## config.mk

```make
export PLATFORM = sky130hd
export DESIGN_NAME = pool_scan_controller
export DESIGN_NICKNAME = d
export VERILOG_FILES = /design/src/rtl/pool_scan_controller.sv
export SDC_FILE = /design/constraint.sdc
export NUM_CORES = 1
export LEC_CHECK = 0
export CORE_MARGIN = 4
export CORE_UTILIZATION = 47
export CTS_CLUSTER_SIZE = 12
export DETAILED_ROUTE_END_ITERATION = 8
export HOLD_SLACK_MARGIN = 0.02
export PLACE_DENSITY_LB_ADDON = 0.3
export SYNTH_ARGS = -nofsm -noshare
export SYNTH_HDL_FRONTEND = slang
export SYNTH_SLANG_ARGS = --single-unit
```

## constraint.sdc

```tcl
create_clock -name i_clk -period 1.9 [get_ports i_clk]
set_input_delay 0.57 -clock i_clk [delete_from_list [all_inputs] [get_ports i_clk]]
set_output_delay 0.57 -clock i_clk [all_outputs]
set_load 0.02 [all_outputs]
```

## src/rtl/pool_scan_controller.sv

```systemverilog
// Raster-scan front end for a 2x2 pooling engine with a 2-entry result FIFO.
// Optional statistics counters are built only when POOL_CTRL_STATS_EN is defined.
module pool_scan_controller #(
   parameter int WIDTH  = 128,
   parameter int HEIGHT = 128
) (
   input  logic        i_clk,
   input  logic        i_reset,
   input  logic        i_start,
   input  logic        i_in_valid,
   input  logic [7:0]  i_in_data,
   output logic        o_in_ready,
   output logic [7:0]  o_relu_in,
   output logic [10:0] o_x,
   output logic [9:0]  o_y,
   input  logic [7:0]  i_pool_out,
   input  logic        i_pool_valid,
   output logic        o_out_valid,
   output logic [7:0]  o_out_data,
   input  logic        i_out_ready,
   output logic        o_busy,
   output logic        o_done,
   output logic [15:0] o_frame_cnt,
   output logic [31:0] o_stall_cnt
);

   typedef enum logic [1:0] {S_IDLE, S_RUN, S_FLUSH, S_DONE} state_t;

   localparam logic [10:0] XMAX = 11'(WIDTH - 1);
   localparam logic [9:0]  YMAX = 10'(HEIGHT - 1);

   state_t      r_state;
   state_t      w_state_nxt;
   logic [10:0] r_sx;
   logic [9:0]  r_sy;
   logic        r_inflight;
   logic [1:0]  r_count;
   logic        r_wr_ptr;
   logic        r_rd_ptr;
   logic [7:0]  r_mem [2];

   logic w_accept;
   logic w_last_px;
   logic w_odd_px;
   logic w_capture;
   logic w_pop;

   // A pending result reserves a FIFO slot, so a capture can never find the FIFO full.
   assign o_in_ready  = (r_state == S_RUN) &&
                        (({1'b0, r_count} + {2'b00, r_inflight}) < 3'd2);
   assign w_accept    = i_in_valid && o_in_ready;
   assign w_last_px   = (r_sx == XMAX) && (r_sy == YMAX);
   assign w_odd_px    = r_sx[0] & r_sy[0];
   assign w_capture   = r_inflight && i_pool_valid;
   assign o_out_valid = (r_count != 2'd0);
   assign w_pop       = o_out_valid && i_out_ready;
   assign o_out_data  = r_mem[r_rd_ptr];
   assign o_busy      = (r_state == S_RUN) || (r_state == S_FLUSH);
   assign o_done      = (r_state == S_DONE);

   always_comb begin
      w_state_nxt = r_state;
      case (r_state)
         S_IDLE:  if (i_start) w_state_nxt = S_RUN;
         S_RUN:   if (w_accept && w_last_px) w_state_nxt = S_FLUSH;
         S_FLUSH: if ((r_count == 2'd0) && !r_inflight) w_state_nxt = S_DONE;
         S_DONE:  w_state_nxt = S_IDLE;
         default: w_state_nxt = S_IDLE;
      endcase
   end

   always_ff @(posedge i_clk) begin
      if (!i_reset) r_state <= S_IDLE;
      else          r_state <= w_state_nxt;
   end

   always_ff @(posedge i_clk) begin
      if (!i_reset) begin
         r_sx      <= '0;
         r_sy      <= '0;
         o_relu_in <= '0;
         o_x       <= '0;
         o_y       <= '0;
      end else if ((r_state == S_IDLE) && i_start) begin
         r_sx <= '0;
         r_sy <= '0;
      end else if (w_accept) begin
         o_relu_in <= i_in_data;
         o_x       <= r_sx;
         o_y       <= r_sy;
         if (r_sx == XMAX) begin
            r_sx <= '0;
            r_sy <= r_sy + 10'd1;
         end else begin
            r_sx <= r_sx + 11'd1;
         end
      end
   end

   // A new odd/odd pixel wins over a capture landing on the same edge.
   always_ff @(posedge i_clk) begin
      if (!i_reset)                  r_inflight <= 1'b0;
      else if (w_accept && w_odd_px) r_inflight <= 1'b1;
      else if (w_capture)            r_inflight <= 1'b0;
   end

   always_ff @(posedge i_clk) begin
      if (!i_reset) begin
         r_count  <= 2'd0;
         r_wr_ptr <= 1'b0;
         r_rd_ptr <= 1'b0;
         r_mem[0] <= 8'd0;
         r_mem[1] <= 8'd0;
      end else begin
         if (w_capture) begin
            r_mem[r_wr_ptr] <= i_pool_out;
            r_wr_ptr        <= ~r_wr_ptr;
         end
         if (w_pop) r_rd_ptr <= ~r_rd_ptr;
         case ({w_capture, w_pop})
            2'b10:   r_count <= r_count + 2'd1;
            2'b01:   r_count <= r_count - 2'd1;
            default: r_count <= r_count;
         endcase
      end
   end

`ifdef POOL_CTRL_STATS_EN
   logic [15:0] r_frame_cnt;
   logic [31:0] r_stall_cnt;

   always_ff @(posedge i_clk) begin
      if (!i_reset) begin
         r_frame_cnt <= '0;
         r_stall_cnt <= '0;
      end else begin
         if (r_state == S_DONE) r_frame_cnt <= r_frame_cnt + 16'd1;
         if ((r_state == S_RUN) && i_in_valid && !o_in_ready && (r_stall_cnt != '1))
            r_stall_cnt <= r_stall_cnt + 32'd1;
      end
   end

   assign o_frame_cnt = r_frame_cnt;
   assign o_stall_cnt = r_stall_cnt;
`else
   assign o_frame_cnt = '0;
   assign o_stall_cnt = '0;
`endif

endmodule

```

==> metrics.cfg, run 1 <==
[cts]
clk_latency_ns=0.34
cts_tree=done
cts_hold_buf=0
cts_max_level=3
cts.reportedPaths.clkPinSlew_ns=0.08
numCtsBuffers=9
clock_path_buffers=2
root_buffer=clkbuf_8
clock_sinks=74

[worst_setup_path]
crit_fanout=2
required_ns=1.33
path_class=flop to output pin
critPathCaptureType=output pin
startpoint_type=flop
cp_data_arrival_time_ns=1.30

[timing]
setup_viol=0
finalHoldViolCount=0
holdWs_ns=0.4512
period_share_pct=98.19
rsz0062_at_grt=yes
period_minus_slack_ns=1.866
worst_slack_ns=0.03431
skew_ns=0.006157
max_freq_mhz=536.0
drv_slew=0

[placed_design]
dp_hpwl_mm=5.479
finalWeightedCongestion=0.8133
preCtsSetupSlack_ns=-0.3492
io_buffers=62

[cells_and_area]
antenna_cells=0
nets=508
areaGrowthSynthToFinish_pct=32.76
drive_gt1_share_pct=19.46
final_common_cell=nand2_1
layout_common_cells=76 x nand2_1, 53 x dfxtp_1, 48 x conb_1, 39 x clkdlybuf4s50_1, 29 x buf_4
fill_cells=591

[floorplanning]
num_io_pins=111
rows=31
dieArea_mm2=0.009137
initial_core_util_pct=48.93
die_w_um=95.59
core_mm2=0.007370
die_h_um=95.59

[global_route]
grt_pass1_wl_mm=11.90
gr-usage-all-layers_pct=16.75
grt_max_degree=21
grt-ovfl-total=0
antenna_found_initial=0
grt_pass1_vias=2652

[yosys]
seq_area_frac_synth_pct=45.52
synth_area_mm2=0.003606
synth_cells=386
yosys-top-cells-area=dfxtp_1 32%, edfxtp_1 13%, buf_4 11%
synth_top_cell_by_area=dfxtp_1
netlist-cell-type-count=37
ys_ff_latch=74
dominantRegCellSynth=dfxtp_1
async_flop_share_pct=0
avgSynthCellArea_um2=9.342
ys_warn_count=0
yosysTopAreaCellShare_pct=32.20
synth_edf_count=16

[route]
routed_via_density=4.682
drt-pass1-iter-count=4
drt_iter0_markers=112
drt_wl_total_mm=7.525
postRouteAntennaNets=0
avgRoutedWirePerCell_um=12.93
remaining_drc_errors=0
vias=2725

[status]
status=completed

[power]
ir_drop_mv=0.4807
p_leak_nw=2.030
powerDensity_mw_per_mm2=841.3

[hold_path]
hp-class=flop to flop

[run]
maxCapViolCount=0

-- logic make-up (layout without fill, tap and decap cells) --
kind of cell | after synthesis | after routing | synth area share, %
adders and majority gates | 8 | 8 | 2.776
xor gates and xnor gates | 23 | 23 | 5.586
other | 1 | 48 | 0.1040
DFF | 74 | 74 | 45.52
muxes | 11 | 11 | 3.331
buffers and inverters | 70 | 120 | 13.01
and+or+nand+nor | 157 | 157 | 21.55
AOI/OAI and AO/OA | 42 | 42 | 8.119
-- cells in the mapped netlist, types with 2 or more instances --
cell type and count:
buf_4 52, inv_1 6, edfxtp_1 16, ha_1 8, nor2b_1 4, nor3_1 4, nand4_1 3, nand3_1 5
a21boi_0 20, nand2_1 76, nor4_2 6, buf_2 3, or2_2 2, a21oi_1 2, clkbuf_1 8, nor3b_1 2
o21ai_0 7, xnor2_1 18, and2_1 20, and3_1 5, a21boi_1 10, nor2_1 24, mux2_2 8, mux2i_1 3
xor2_1 5, dfxtp_1 58
-- cell type report --
type | instances | area (um2) | share of cell area, %
inverter | 6 | 22.52 | 0.4705
tap | 99 | 123.9 | 2.588
multi-input combinational | 289 | 1780 | 37.19
clock buffer | 12 | 176.4 | 3.685
timing repair buffer | 98 | 965.9 | 20.18
sequential | 74 | 1648 | 34.42
clock inverter | 4 | 70.07 | 1.464
-- critical path: stages, from the launching register on --
cell and delay (ns):
dfxtp_2 0.32, inv_1 0.07, ha_2 0.21, nand2b_4 0.07
a21oi_4 0.14, buf_6 0.14
-- per-stage QoR --
step / util, % / power, mW / cells / instance area, um2 / setup TNS (ns)
2_1_floorplan: - / 2.249 / 433 / 3782 / 0
3_3_place_gp: 59.07 / 2.490 / 563 / 4353 / -9.663
3_5_place_dp: 59.07 / 2.499 / 563 / 4353 / -11.88
4_1_cts: 61.94 / 3.931 / 579 / 4564 / -0.004548
5_1_grt: 64.96 / 4.213 / 582 / 4787 / -0.2014
6_report: 64.96 / 4.027 / 582 / 4787 / 0
-- repair_timing --
| item | in CTS | in global routing |
|---|---|---|
| resized for setup | 53 | 50 |
| setup endpoints to repair | 14 | 41 |
| gates cloned | 0 | 1 |
| pin swaps | 0 | 6 |
| setup buffers | 0 | 2 |
-- worst paths after layout --
path                    from          to  slack, ns  depth (start not counted)
setup / recovery  r_state[1]  o_in_ready       0.03                          5
hold / removal       o_x[10]     o_x[10]       0.45                          2
hold reg to reg      o_x[10]     o_x[10]       0.45                          2
setup reg to reg  r_state[1]     r_sy[6]       0.08                          9
-- power by group --
part / internal (mW) / leakage, nW / switching (mW)
logic: 0.411 / 1.28 / 0.485
registers: 1.66 / 0.622 / 0.0211
clock network: 0.887 / 0.127 / 0.566
total: 2.96 / 2.03 / 1.07
-- layer usage --
metal	GRT usage (%)	vias to the layer above	routed length, um
met5	0	-	0
met4	7.346	0	129
met3	3.236	10	335
met2	29.76	61	3974
met1	19.41	1297	3084
li1	-	1357	-
-- registers in the layout, summed over array words and instances, names as in the netlist, named ones only --
signal / count
o_relu_in: 8
o_x: 11
o_y: 10
r_count: 2
r_inflight: 1
r_mem: 16
r_rd_ptr: 1
r_state: 2
r_sx: 11
r_sy: 10
r_wr_ptr: 1
No activity file was read; power rests on OpenSTA's default activity.
==> run 2, diff against run 1 <==
--- a/config.mk
+++ b/config.mk
@@ -5,8 +5,11 @@
 export SDC_FILE = /design/constraint.sdc
 export NUM_CORES = 1
 export LEC_CHECK = 0
+export ABC_CLOCK_PERIOD_IN_PS = 1900
+export CELL_PAD_IN_SITES_DETAIL_PLACEMENT = 0
+export CELL_PAD_IN_SITES_GLOBAL_PLACEMENT = 1
 export CORE_MARGIN = 4
-export CORE_UTILIZATION = 47
+export CORE_UTILIZATION = 35
 export CTS_CLUSTER_SIZE = 12
 export DETAILED_ROUTE_END_ITERATION = 8
 export HOLD_SLACK_MARGIN = 0.02
==> run 2 against run 1 <==
Compared with the run above:
- register-to-register slack better by 0.03 ns
- largest cell class unchanged
- hold slack about the same
- critical path type unchanged
- die area up 31%
- non-clock buffer count down 1
- maximum frequency up 0.37%
- cell area up 0.58%
- flip-flop and latch count unchanged
- global-route usage down 3.7 points
- sequential power about the same
- clock skew up 0.00084 ns
==> metrics.cfg, run 2 (synthesis gave the netlist of run 1 again) <==
[route]
drt-pass1-iter-count=4  ; unchanged
vias=2660  ; -2.4%
postRouteAntennaNets=0  ; unchanged
avgRoutedWirePerCell_um=12.73  ; -1.5%
drt_iter0_markers=88  ; -21%
drt_wl_total_mm=7.829  ; +4.0%
routed_via_density=4.325  ; -7.6%
remaining_drc_errors=0  ; unchanged

[cells_and_area]
drive_gt1_share_pct=19.71  ; +0.25 points
fill_cells=956  ; +62%
fin_area_mm2=0.004815  ; +0.58%
nets=507  ; -0.20%
final_core_util_pct=48.59  ; -16 points
final_common_cell=nand2_1
regMostFlops=r_mem
antenna_cells=0  ; unchanged
regArea_mm2=0.001645  ; -0.15%
largestRegisters=r_mem (16), o_x (11), r_sx (11)
multiInputGateArea_mm2=0.001822  ; +2.3%
layout_common_cells=76 x nand2_1, 55 x dfxtp_1, 48 x conb_1, 31 x buf_4, 28 x clkdlybuf4s50_1
largest_reg_flops=16  ; unchanged
areaGrowthSynthToFinish_pct=33.52

[global_route]
grt_max_degree=21  ; unchanged
grt-ovfl-total=0  ; unchanged
grt_pass1_vias=2515  ; -5.2%
grt_pass1_wl_mm=12.14  ; +2.0%
antenna_found_initial=0  ; unchanged
gr-usage-all-layers_pct=13.09  ; -3.7 points

[timing]
period_share_pct=97.83  ; -0.37 points
period_minus_slack_ns=1.859  ; -0.006939 ns
setup_viol=0  ; unchanged
skew_ns=0.006999  ; +0.0008426 ns
rsz0062_at_grt=yes
max_freq_mhz=538.0  ; +0.37%
drv_slew=0  ; unchanged
worst_pin_slew_ns=0.5544
relSlewSlack_pct=62.90
finalHoldViolCount=0  ; unchanged

[cts]
numCtsBuffers=9  ; unchanged
clk_latency_ns=0.35  ; about the same
cts_max_level=3  ; unchanged
clock_path_buffers=2  ; unchanged
cts.reportedPaths.clkPinSlew_ns=0.08  ; about the same
postCtsSetupRepairBufs=0  ; unchanged
cts_tree=done
root_buffer=clkbuf_8
clock_sinks=74  ; unchanged

[placed_design]
io_buffers=62  ; unchanged
finalWeightedCongestion=0.7887  ; -3.0%
dp_hpwl_mm=5.577  ; +1.8%
place_area_mm2=0.004390  ; +0.86%

[worst_setup_path]
crit_fanout=3  ; +1
startpoint_type=flop
ff2ff_setup_slack_ns=0.11  ; +0.03 ns
crit_slowest_cell=dfxtp_2
path_class=flop to output pin
crit_chain=buf_4 -> inv_1 -> ha_4 -> buf_6
required_ns=1.33  ; about the same
critPathMaxStageDelay_ns=0.34  ; +0.02 ns
cp_data_arrival_time_ns=1.29  ; about the same
critPathCaptureType=output pin

[floorplanning]
core_mm2=0.009910  ; +34%
rows=36  ; +16%
die_h_um=109.5  ; +15%
die_w_um=109.5  ; +15%
initial_core_util_pct=36.39  ; -13 points
num_io_pins=111  ; unchanged
dieArea_mm2=0.01199  ; +31%

[status]
status=completed

[power]
p_seq_share_pct=45.0  ; +3.3 points
clockPowerShare_pct=31.4  ; -4.7 points
powerDensity_mw_per_mm2=777.2  ; -7.6%
swShare_pct=29.32  ; +2.7 points
ir_drop_mv=0.3396  ; -29%
combinationalPowerShare_pct=23.6  ; +1.4 points
p_int_mw=2.645  ; -11%
p_switching_mw=1.097  ; +2.4%
p_leak_nw=2.241  ; +10%

[hold_path]
hp-class=flop to flop

[run]
maxCapViolCount=0  ; unchanged

## run 2: cell types whose count changed in the layout (fill, tap and decap cells not counted), moves of 2 or more
cell / delta
clkdlybuf4s50_1: -11
clkinvlp_4: +2
dlymetal6s2s_1: +12
mux2_2: -7
dfxtp_1: +2
nor3_2: +2
dfxtp_2: -2
buf_4: +2
mux2_4: +7
nor3_1: -2
bufinv_16: -2
## run 2: path summary, 6_finish.rpt
check,start,cells past startpoint,to
hold / removal,o_x[10],2,o_x[10]
hold reg to reg,o_x[10],2,o_x[10]
setup / recovery,r_state[0],4,o_busy
setup reg to reg,r_state[1],9,r_sy[7]
## run 2: metal layers
| metal | vias up | GRT usage [%] | share of wire [%] |
|---|---|---|---|
| met5 | - | 0 | 0 |
| met4 | 0 | 5.877 | 1.8 |
| met3 | 13 | 2.642 | 5.4 |
| met2 | 67 | 21.27 | 48 |
| met1 | 1223 | 16.78 | 45 |
| li1 | 1357 | - | - |
## run 2: layout make-up
class | instances | area share [%]
inverters | 6 | 0.4678
clock buffers | 12 | 3.456
multi-input cells | 289 | 37.84
clock inverters | 4 | 0.5198
well taps | 133 | 3.456
repair buffers | 97 | 20.09
flip-flops and latches | 74 | 34.17
## run 2: through the flow
step / hold WS [ns] / setup slack [ns] / TNS [ns] / cells / total power [mW]
2_1_floorplan: 0.4509 / 0.1668 / 0 / 433 / 2.249
3_3_place_gp: 0.4407 / -0.3224 / -11.37 / 598 / 2.502
3_5_place_dp: 0.4465 / -0.3553 / -13.01 / 598 / 2.505
4_1_cts: 0.4576 / 0.0006397 / 0 / 614 / 3.698
5_1_grt: 0.4732 / -0.03242 / -0.07369 / 615 / 3.949
6_report: 0.4508 / 0.04124 / 0 / 615 / 3.742
## run 2: critical path, delay by kind of cell (launching register included)
family	cells	cell delay [ns]
buf+inv	3	0.38
flops	1	0.34
fa+ha+maj	1	0.23
## run 2: power by group through the flow
stage / clock (mW) / sequential (mW) / combinational (mW)
2_1_floorplan: 0 / 1.74 / 0.511
3_3_place_gp: 0 / 1.71 / 0.789
3_5_place_dp: 0 / 1.72 / 0.789
4_1_cts: 1.21 / 1.68 / 0.803
5_1_grt: 1.29 / 1.69 / 0.968
6_report: 1.18 / 1.68 / 0.883
## run 2: timing repair
action | 4_1_cts | 5_1_grt
gates cloned | 0 | 1
setup endpoints to repair | 13 | 63
resized for setup | 60 | 68
pin swaps | 0 | 3
hold buffers | 0 | 0
